==> config.mk <==
export PLATFORM = sky130hd
export DESIGN_NAME = sum4_seq_ctrl
export DESIGN_NICKNAME = d
export VERILOG_FILES = /design/src/rtl/sum4_seq_ctrl_pkg.sv /design/src/rtl/sum4.sv /design/src/rtl/sum4_seq_ctrl.sv
export VERILOG_INCLUDE_DIRS = /design/src /design/src/rtl
export SDC_FILE = /design/constraint.sdc
export NUM_CORES = 1
export LEC_CHECK = 0
export ABC_AREA = 1
export CAP_MARGIN = 20
export CORE_UTILIZATION = 58
export CTS_BUF_LIST = sky130_fd_sc_hd__clkbuf_8
export DETAILED_ROUTE_END_ITERATION = 16
export PLACE_DENSITY = 0.87
export SYNTH_ARGS = -nofsm -noshare
export SYNTH_HDL_FRONTEND = slang
export SYNTH_SLANG_ARGS = --single-unit
==> constraint.sdc <==
create_clock -name clk -period 4.9 [get_ports clk]
set_clock_uncertainty 0.15 [all_clocks]
set_input_delay 0.49 -clock clk [delete_from_list [all_inputs] [get_ports clk]]
set_output_delay 0.49 -clock clk [all_outputs]
set_load 0.01 [all_outputs]
==> src/rtl/sum4_seq_defs.vh <==
// Shared constants for the sum4 sequencer.
// Included inside the body of sum4_seq_ctrl so the localparams are scoped
// to that module.
//   ST_IDLE / ST_RUN / ST_DONE : 2-bit FSM state encodings
//   NIBBLE_W                   : width of one adder slice
localparam logic [1:0] ST_IDLE  = 2'd0;
localparam logic [1:0] ST_RUN   = 2'd1;
localparam logic [1:0] ST_DONE  = 2'd2;
localparam int         NIBBLE_W = 4;

==> src/rtl/sum4_seq_ctrl_pkg.sv <==
// Package for the sum4 sequencer: state type and a small datapath helper.
package sum4_seq_ctrl_pkg;

    typedef logic [1:0] state_t;

    // Conditionally invert one nibble (B operand for subtraction).
    function automatic logic [3:0] cond_invert(input logic [3:0] nib, input logic inv);
        logic [3:0] res;
        if (inv) begin
            res = ~nib;
        end else begin
            res = nib;
        end
        return res;
    endfunction

endpackage

==> src/rtl/sum4.sv <==
// sum4: 4-bit full adder slice.
// Ports:
//   sum   - 4-bit sum of a + b + c_in
//   carry - carry out of bit 3
//   a, b  - 4-bit addends
//   c_in  - carry in
module sum4 (
    output logic [3:0] sum,
    output logic       carry,
    input  logic [3:0] a,
    input  logic [3:0] b,
    input  logic       c_in
);

    logic [4:0] total_s;

    // Plain 5-bit add; the top bit is the slice carry.
    always_comb begin
        total_s = {1'b0, a} + {1'b0, b} + {4'b0000, c_in};
    end

    assign sum   = total_s[3:0];
    assign carry = total_s[4];

endmodule

==> src/rtl/sum4_seq_ctrl.sv <==
// sum4_seq_ctrl: multi-precision adder sequencer.
// Adds two WIDTH-bit operands (WIDTH = 4*NIBBLES) by running one sum4 slice
// per clock, LSB nibble first, holding the carry in a register between
// nibbles. sum/cout only change on entry to DONE, so the consumer never
// sees a partial result.
//
// Optional feature macro: SUM4_SEQ_SUB_EN adds input 'sub'; when captured
// high, B is inverted and nibble-0 carry-in forced to 1 (a - b, cout=1 means
// no borrow).
//
// Ports:
//   clk   - rising-edge clock
//   reset - synchronous, active-high
//   start - request, honoured only in IDLE or DONE
//   a, b  - operands, captured on accepted start
//   cin   - carry into nibble 0, captured on accepted start
//   sub   - (SUM4_SEQ_SUB_EN only) subtract select, captured on accepted start
//   sum   - WIDTH-bit result, valid from done until the next accepted start
//   cout  - carry out of the top nibble, same validity as sum
//   busy  - high while the sequencer is in RUN
//   done  - one-cycle pulse when sum/cout become valid
module sum4_seq_ctrl
    import sum4_seq_ctrl_pkg::*;
#(
    parameter  int NIBBLES = 4,
    localparam int WIDTH   = 4 * NIBBLES
) (
    input  logic             clk,
    input  logic             reset,
    input  logic             start,
    input  logic [WIDTH-1:0] a,
    input  logic [WIDTH-1:0] b,
    input  logic             cin,
`ifdef SUM4_SEQ_SUB_EN
    input  logic             sub,
`endif
    output logic [WIDTH-1:0] sum,
    output logic             cout,
    output logic             busy,
    output logic             done
);

    `include "sum4_seq_defs.vh"

    localparam int               IDX_W    = (NIBBLES > 1) ? $clog2(NIBBLES) : 1;
    localparam logic [IDX_W-1:0] IDX_LAST = IDX_W'(NIBBLES - 1);

    state_t             state_r;
    state_t             state_nx_s;
    logic [WIDTH-1:0]   a_sh_r;
    logic [WIDTH-1:0]   b_sh_r;
    logic [WIDTH-1:0]   res_sh_r;
    logic [WIDTH-1:0]   res_nx_s;
    logic               carry_r;
    logic [IDX_W-1:0]   idx_r;
    logic [WIDTH-1:0]   sum_r;
    logic               cout_r;
    logic               busy_r;
    logic               done_r;
    logic               accept_s;
    logic               last_s;
    logic               sub_s;
    logic [3:0]         b_nib_s;
    logic [3:0]         nib_sum_s;
    logic               nib_carry_s;

`ifdef SUM4_SEQ_SUB_EN
    logic               sub_r;
    assign sub_s = sub_r;
`else
    assign sub_s = 1'b0;
`endif

    assign b_nib_s = cond_invert(b_sh_r[NIBBLE_W-1:0], sub_s);

    sum4 u_sum4 (
        .sum   (nib_sum_s),
        .carry (nib_carry_s),
        .a     (a_sh_r[NIBBLE_W-1:0]),
        .b     (b_nib_s),
        .c_in  (carry_r)
    );

    // Result fills from the top so after NIBBLES shifts nibble 0 sits at the bottom.
    always_comb begin
        res_nx_s = (res_sh_r >> NIBBLE_W) | (WIDTH'(nib_sum_s) << (WIDTH - NIBBLE_W));
    end

    // Handshake decode and next-state selection.
    always_comb begin
        accept_s   = 1'b0;
        last_s     = 1'b0;
        state_nx_s = state_r;
        case (state_r)
            ST_IDLE: begin
                if (start) begin
                    accept_s   = 1'b1;
                    state_nx_s = ST_RUN;
                end else begin
                    state_nx_s = ST_IDLE;
                end
            end
            ST_RUN: begin
                if (idx_r == IDX_LAST) begin
                    last_s     = 1'b1;
                    state_nx_s = ST_DONE;
                end else begin
                    state_nx_s = ST_RUN;
                end
            end
            ST_DONE: begin
                if (start) begin
                    accept_s   = 1'b1;
                    state_nx_s = ST_RUN;
                end else begin
                    state_nx_s = ST_IDLE;
                end
            end
            default: begin
                state_nx_s = ST_IDLE;
            end
        endcase
    end

    // State, shift registers, carry/index and registered outputs.
    always_ff @(posedge clk) begin
        if (reset) begin
            state_r  <= ST_IDLE;
            a_sh_r   <= {WIDTH{1'b0}};
            b_sh_r   <= {WIDTH{1'b0}};
            res_sh_r <= {WIDTH{1'b0}};
            carry_r  <= 1'b0;
            idx_r    <= {IDX_W{1'b0}};
            sum_r    <= {WIDTH{1'b0}};
            cout_r   <= 1'b0;
            busy_r   <= 1'b0;
            done_r   <= 1'b0;
`ifdef SUM4_SEQ_SUB_EN
            sub_r    <= 1'b0;
`endif
        end else begin
            state_r <= state_nx_s;
            busy_r  <= (state_nx_s == ST_RUN);
            done_r  <= (state_nx_s == ST_DONE);
            if (accept_s) begin
                a_sh_r <= a;
                b_sh_r <= b;
                idx_r  <= {IDX_W{1'b0}};
`ifdef SUM4_SEQ_SUB_EN
                sub_r   <= sub;
                carry_r <= sub ? 1'b1 : cin;
`else
                carry_r <= cin;
`endif
            end else if (state_r == ST_RUN) begin
                a_sh_r   <= a_sh_r >> NIBBLE_W;
                b_sh_r   <= b_sh_r >> NIBBLE_W;
                res_sh_r <= res_nx_s;
                carry_r  <= nib_carry_s;
                idx_r    <= idx_r + IDX_W'(1);
                // Publish only once the final nibble is in.
                if (last_s) begin
                    sum_r  <= res_nx_s;
                    cout_r <= nib_carry_s;
                end
            end
        end
    end

    assign sum  = sum_r;
    assign cout = cout_r;
    assign busy = busy_r;
    assign done = done_r;

endmodule
# --- After elaboration in Yosys (flattened, before gate mapping) ---
# Index checks and enable logic that the tools add are counted.
op_classes:
  add_sub_neg: 3
  eq_ne: 5
  mux: 13
  bitwise_logic: 2
  reduce_logical: 6
ops:
  columns: ["operator", "n"]
  rows:
  - ["$mux 16", 4]
  - ["$or 12x16->16", 1]
  - ["$mux 1", 7]
  - ["$eq 2x2->1 const B", 3]
  - ["$add 4x4->5", 1]
  - ["$add 5x1->5", 1]
  - ["$eq 2x1->1 const B", 2]
  - ["$pmux 2 s2", 1]
  - ["$reduce_or 2->1", 2]
  - ["$reduce_and 3->1", 1]
  - ["$add 2x1->2 const B", 1]
  - ["$logic_not 2->1", 1]
  - ["$mux 2", 1]
  - ["$reduce_and 2->1", 1]
  - ["$reduce_bool 2->1", 1]
  - ["$not 1->1", 1]
word_totals:
  regBits: 72
  input_bits: 36
  out_inout_bits: 19
  word_cells: 39

# --- Depth between registers and ports, before layout ---
depth:
  depth_word: 5
  depth_mapped: 9

# --- Hierarchy ---
# From an unflattened synthesis, not the netlist that was laid out.
hier_totals:
  cells_unflattened: 412
  hier_area_um2: 2969.1
modules_own_cells:
  columns: ["module", "n_inst", "cells_per_inst", "area_per_inst_um2"]
  rows:
  - ["sum4_seq_ctrl", 1, 387, 2803.9]
  - ["sum4", 1, 25, 165.2]

# --- Worst setup path after synthesis ---
# OpenSTA, ideal clock, no wires.
synth_timing:
  path_type: "reg2reg"
  startpoint: "register a_sh_r[0]"
  endpoint: "register sum_r[14] (netlist: sum[14])"
  setup_time_ps: 113
  arrival_time_ps: 1558
  t_required_ps: 4637
  path_slack_ps: 3079
  stages_incl_launch_ff: 8
  path_buffers: 0
  cell_sequence: "dfxtp_1 > inv_1 > fa_1 > fa_1 > xor2_1 > nand2_1 > nand2_1 > a21oi_2"
synth_between:
  elab_chain_cells: 3
synth_rtl:
  columns: ["item", "line_no", "rtl"]
  rows:
  - ["start: declaration", "sum4_seq_ctrl.sv:50", "logic [WIDTH-1:0] a_sh_r;"]
  - ["start signal: assignment", "sum4_seq_ctrl.sv:129", "a_sh_r <= {WIDTH{1'b0}};"]
  - ["start signal: assignment", "sum4_seq_ctrl.sv:156", "a_sh_r <= a_sh_r >> NIBBLE_W;"]
  - ["$add 4x4->5", "sum4.sv:19", "total_s = {1'b0, a} + {1'b0, b} + {4'b0000, c_in};"]
  - ["$add 5x1->5", "sum4.sv:19", null]
  - ["$or 12x16->16", "sum4_seq_ctrl.sv:86", "res_nx_s = (res_sh_r >> NIBBLE_W) | (WIDTH'(nib_sum_s) << (WIDTH - NIBBLE_W));"]
  - ["end signal: assignment", "sum4_seq_ctrl.sv:134", "sum_r <= {WIDTH{1'b0}};"]
  - ["end signal: assignment", "sum4_seq_ctrl.sv:163", "sum_r <= res_nx_s;"]
  - ["end: declaration", "sum4_seq_ctrl.sv:56", "logic [WIDTH-1:0] sum_r;"]
# Every way passes these cells.
# A chain may end at the register's enable or synchronous reset.

==> results_dict.tcl <==
set metrics [dict create \
    critPathSlowestCell "clkdlybuf4s50_1" \
    ys_types 25 \
    hold_ws_ps 300 \
    power_density_nw_per_um2 332 \
    synth_seq_area_share 0.461 \
    io_pins 55 \
    wl_um 5680 \
    path_cells "clkdlybuf4s50_1 -> buf_4 -> inv_1 -> nand2_2 -> inv_2 -> nand2_1 -> nand2_1" \
    cts_sinks 68 \
    power.switching_uw 302 \
    hp-class "flop to flop" \
    io_buffers 54 \
    syn_area_per_cell_um2 7.86 \
    p_clk_frac 0.366 \
    place.gp.congestion 0.761 \
    combPwrFrac 0.130 \
    fin_crit_sh 0.448 \
    ys.flop_type "dfxtp_1" \
    setup_tns_ps 0 \
    grt_pass1_wl_um 9740 \
    drtPass1Iterations 4 \
    ys_seq_elements 68 \
    antenna_found_initial 0 \
    fillCellCount 378 \
    die-area_um2 5380 \
    slew_headroom 0.525 \
    cts_tree "built" \
    cap_violations 0 \
    grt_pass1_vias 2296 \
    wl_per_cell_um 11.5 \
    slew_viol_final 0 \
    hpwl_um 3810 \
    ctsRootBufferMaster "clkbuf_8" \
    seqPwrFrac 0.504 \
    post-cts-setup-buffers 0 \
    cts_hold_buf 0 \
    end_kind "flop" \
    clockBufferDepth 2 \
    timing.final.crit_period_ps 2200 \
    tightest_slew_ps 712 \
    dieHeight_um 73.4 \
    critical_path_class "input port to flop" \
    drive_above_1_share 0.113 \
    detail_route.iter0.violations 117 \
    synthCells 376 \
    fmax_mhz 456 \
    synth_edf_count 0 \
    multi_input_area_um2 1300 \
    grt_util_all_layers 0.243 \
    cts_buffers 9 \
    core_area_um2 4820 \
    synth_area_um2 2960 \
    post_cts_resized 0 \
    crit_required_ps 4980 \
    status "finished, final reports clean" \
    chipWidth_um 73.4 \
    ant_nets 0 \
    htree_levels 3 \
    cp_max_fo 38 \
    irDropWorstVdd_v 0.000192 \
    grt_setup_unrepaired "false" \
    crit_top_cell "nand2_1" \
    synthArstFlopShare 0 \
    final_nets 464 \
    grt_max_degree 41 \
    crit_arrival_ps 2280 \
    p_int_uw 888 \
    clkTransAtPathRegs_ps 70 \
    initial_utilization 0.614 \
    vias 2470 \
    viasPerCell 5.01 \
    slowest_delay_ps 460 \
    remaining_drc_errors 0 \
    startpoint_type "input port" \
    hold_viol 0 \
    swShare 0.254 \
    num_antenna_cells 0 \
    num_rows 25 \
    p_leak_uw 0.00155 \
    overflow 0 \
    clk_latency_ps 340 \
    yosysWarnings 0 \
    syn_nets 418 \
    layout.area.seq_um2 1360 \
    syn_to_final_growth_pct 21.5 \
    setup_viol 0 \
]
area by class of cell:
type	instances	area share
Sequential cell	68	0.379
Clock buffer	10	0.0383
Multi-Input combinational cell	261	0.362
Inverter	27	0.0310
Clock inverter	5	0.0129
Tap cell	67	0.0234
Timing Repair Buffer	55	0.153
worst max-delay path: cells and delay by family:
family        cells  cell delay [ps]
simple gates      3              370
buf+inv           4             1400
cell usage in the layout, fill, tap and decap left out:
cell and n:
o21ai_1 1, nand3_1 14, nand2_1 101, inv_6 2
inv_2 2, o21ai_0 22, o21a_1 1, a21oi_1 26
a211oi_2 3, dfxtp_1 68, fa_1 2, clkinv_2 1
ha_1 4, buf_4 1, a21oi_2 14, inv_1 26
clkdlybuf4s50_1 54, nor2_4 2, bufinv_16 1, nor2_1 57
xor2_1 2, nand2_4 4, clkbuf_8 10, nand2_2 8
cell usage after synthesis, types with 3 or more instances:
master / number / area (um2)
clkbuf_1: 3 / 11.3
a211oi_2: 3 / 37.5
nand3_1: 14 / 70.1
nand2_1: 101 / 379
a21oi_2: 14 / 123
buf_12: 4 / 80.1
ha_1: 4 / 50.1
nor2_1: 57 / 214
nand2_4: 4 / 45.0
o21ai_0: 22 / 110
a21oi_1: 26 / 130
nand2_2: 8 / 50.1
buf_6: 4 / 45.0
dfxtp_1: 68 / 1360
inv_1: 23 / 86.3
buf_2: 6 / 30.0
per-stage QoR:
stage / area, um2 / utilization / power, uW / setup slack [ps] / std cells
2_1_floorplan: 2960 / - / 731 / 3080 / 376
3_3_place_gp: 3410 / 0.707 / 760 / 2390 / 478
3_5_place_dp: 3410 / 0.707 / 765 / 2360 / 478
6_report: 3590 / 0.745 / 1190 / 2700 / 493
5_1_grt: 3590 / 0.745 / 1240 / 2540 / 493
4_1_cts: 3590 / 0.745 / 1200 / 2700 / 493
power groups by stage:
stage / clock [uW] / combinational, uW / sequential [uW]
after floorplan: 0 / 123 / 608
after global placement: 0 / 149 / 611
after detailed placement: 0 / 153 / 612
after CTS: 440 / 155 / 600
after global routing: 463 / 174 / 604
final: 436 / 154 / 600
cell families (layout without fill, tap and decap cells):
| family | Yosys count | after routing | synth area share |
|---|---|---|---|
| and+or+nand+nor | 186 | 186 | 0.264 |
| DFF | 68 | 68 | 0.461 |
| AOI/OAI and AO/OA | 67 | 67 | 0.140 |
| buffers and inverters | 47 | 97 | 0.0991 |
| adders and majority gates | 6 | 6 | 0.0305 |
| xor gates and xnor gates | 2 | 2 | 0.00593 |
worst paths after layout:
kind             start  endpoint  slack, ps  cells past startpoint
min reg2reg    sum[14]   sum[14]        300                      2
max              reset    sum[8]       2700                      7
max reg2reg  a_sh_r[0]   sum[14]       2900                      7
min            sum[14]   sum[14]        300                      2
layer usage:
metal | track usage | wire length [um] | vias up
li1 | - | - | 1275
met5 | 0 | 0 | -
met4 | 0.124 | 150 | 0
met1 | 0.272 | 2400 | 1105
met2 | 0.427 | 2850 | 74
met3 | 0.0631 | 275 | 16
registers in the layout, summed over array words and instances, names as in the netlist:
register / count
res_sh_r: 12
carry_r: 1
idx_r: 2
b_sh_r: 16
cout: 1
sum: 16
a_sh_r: 16
state_r: 2
busy: 1
done: 1
No activity file was read; power rests on OpenSTA's default activity.
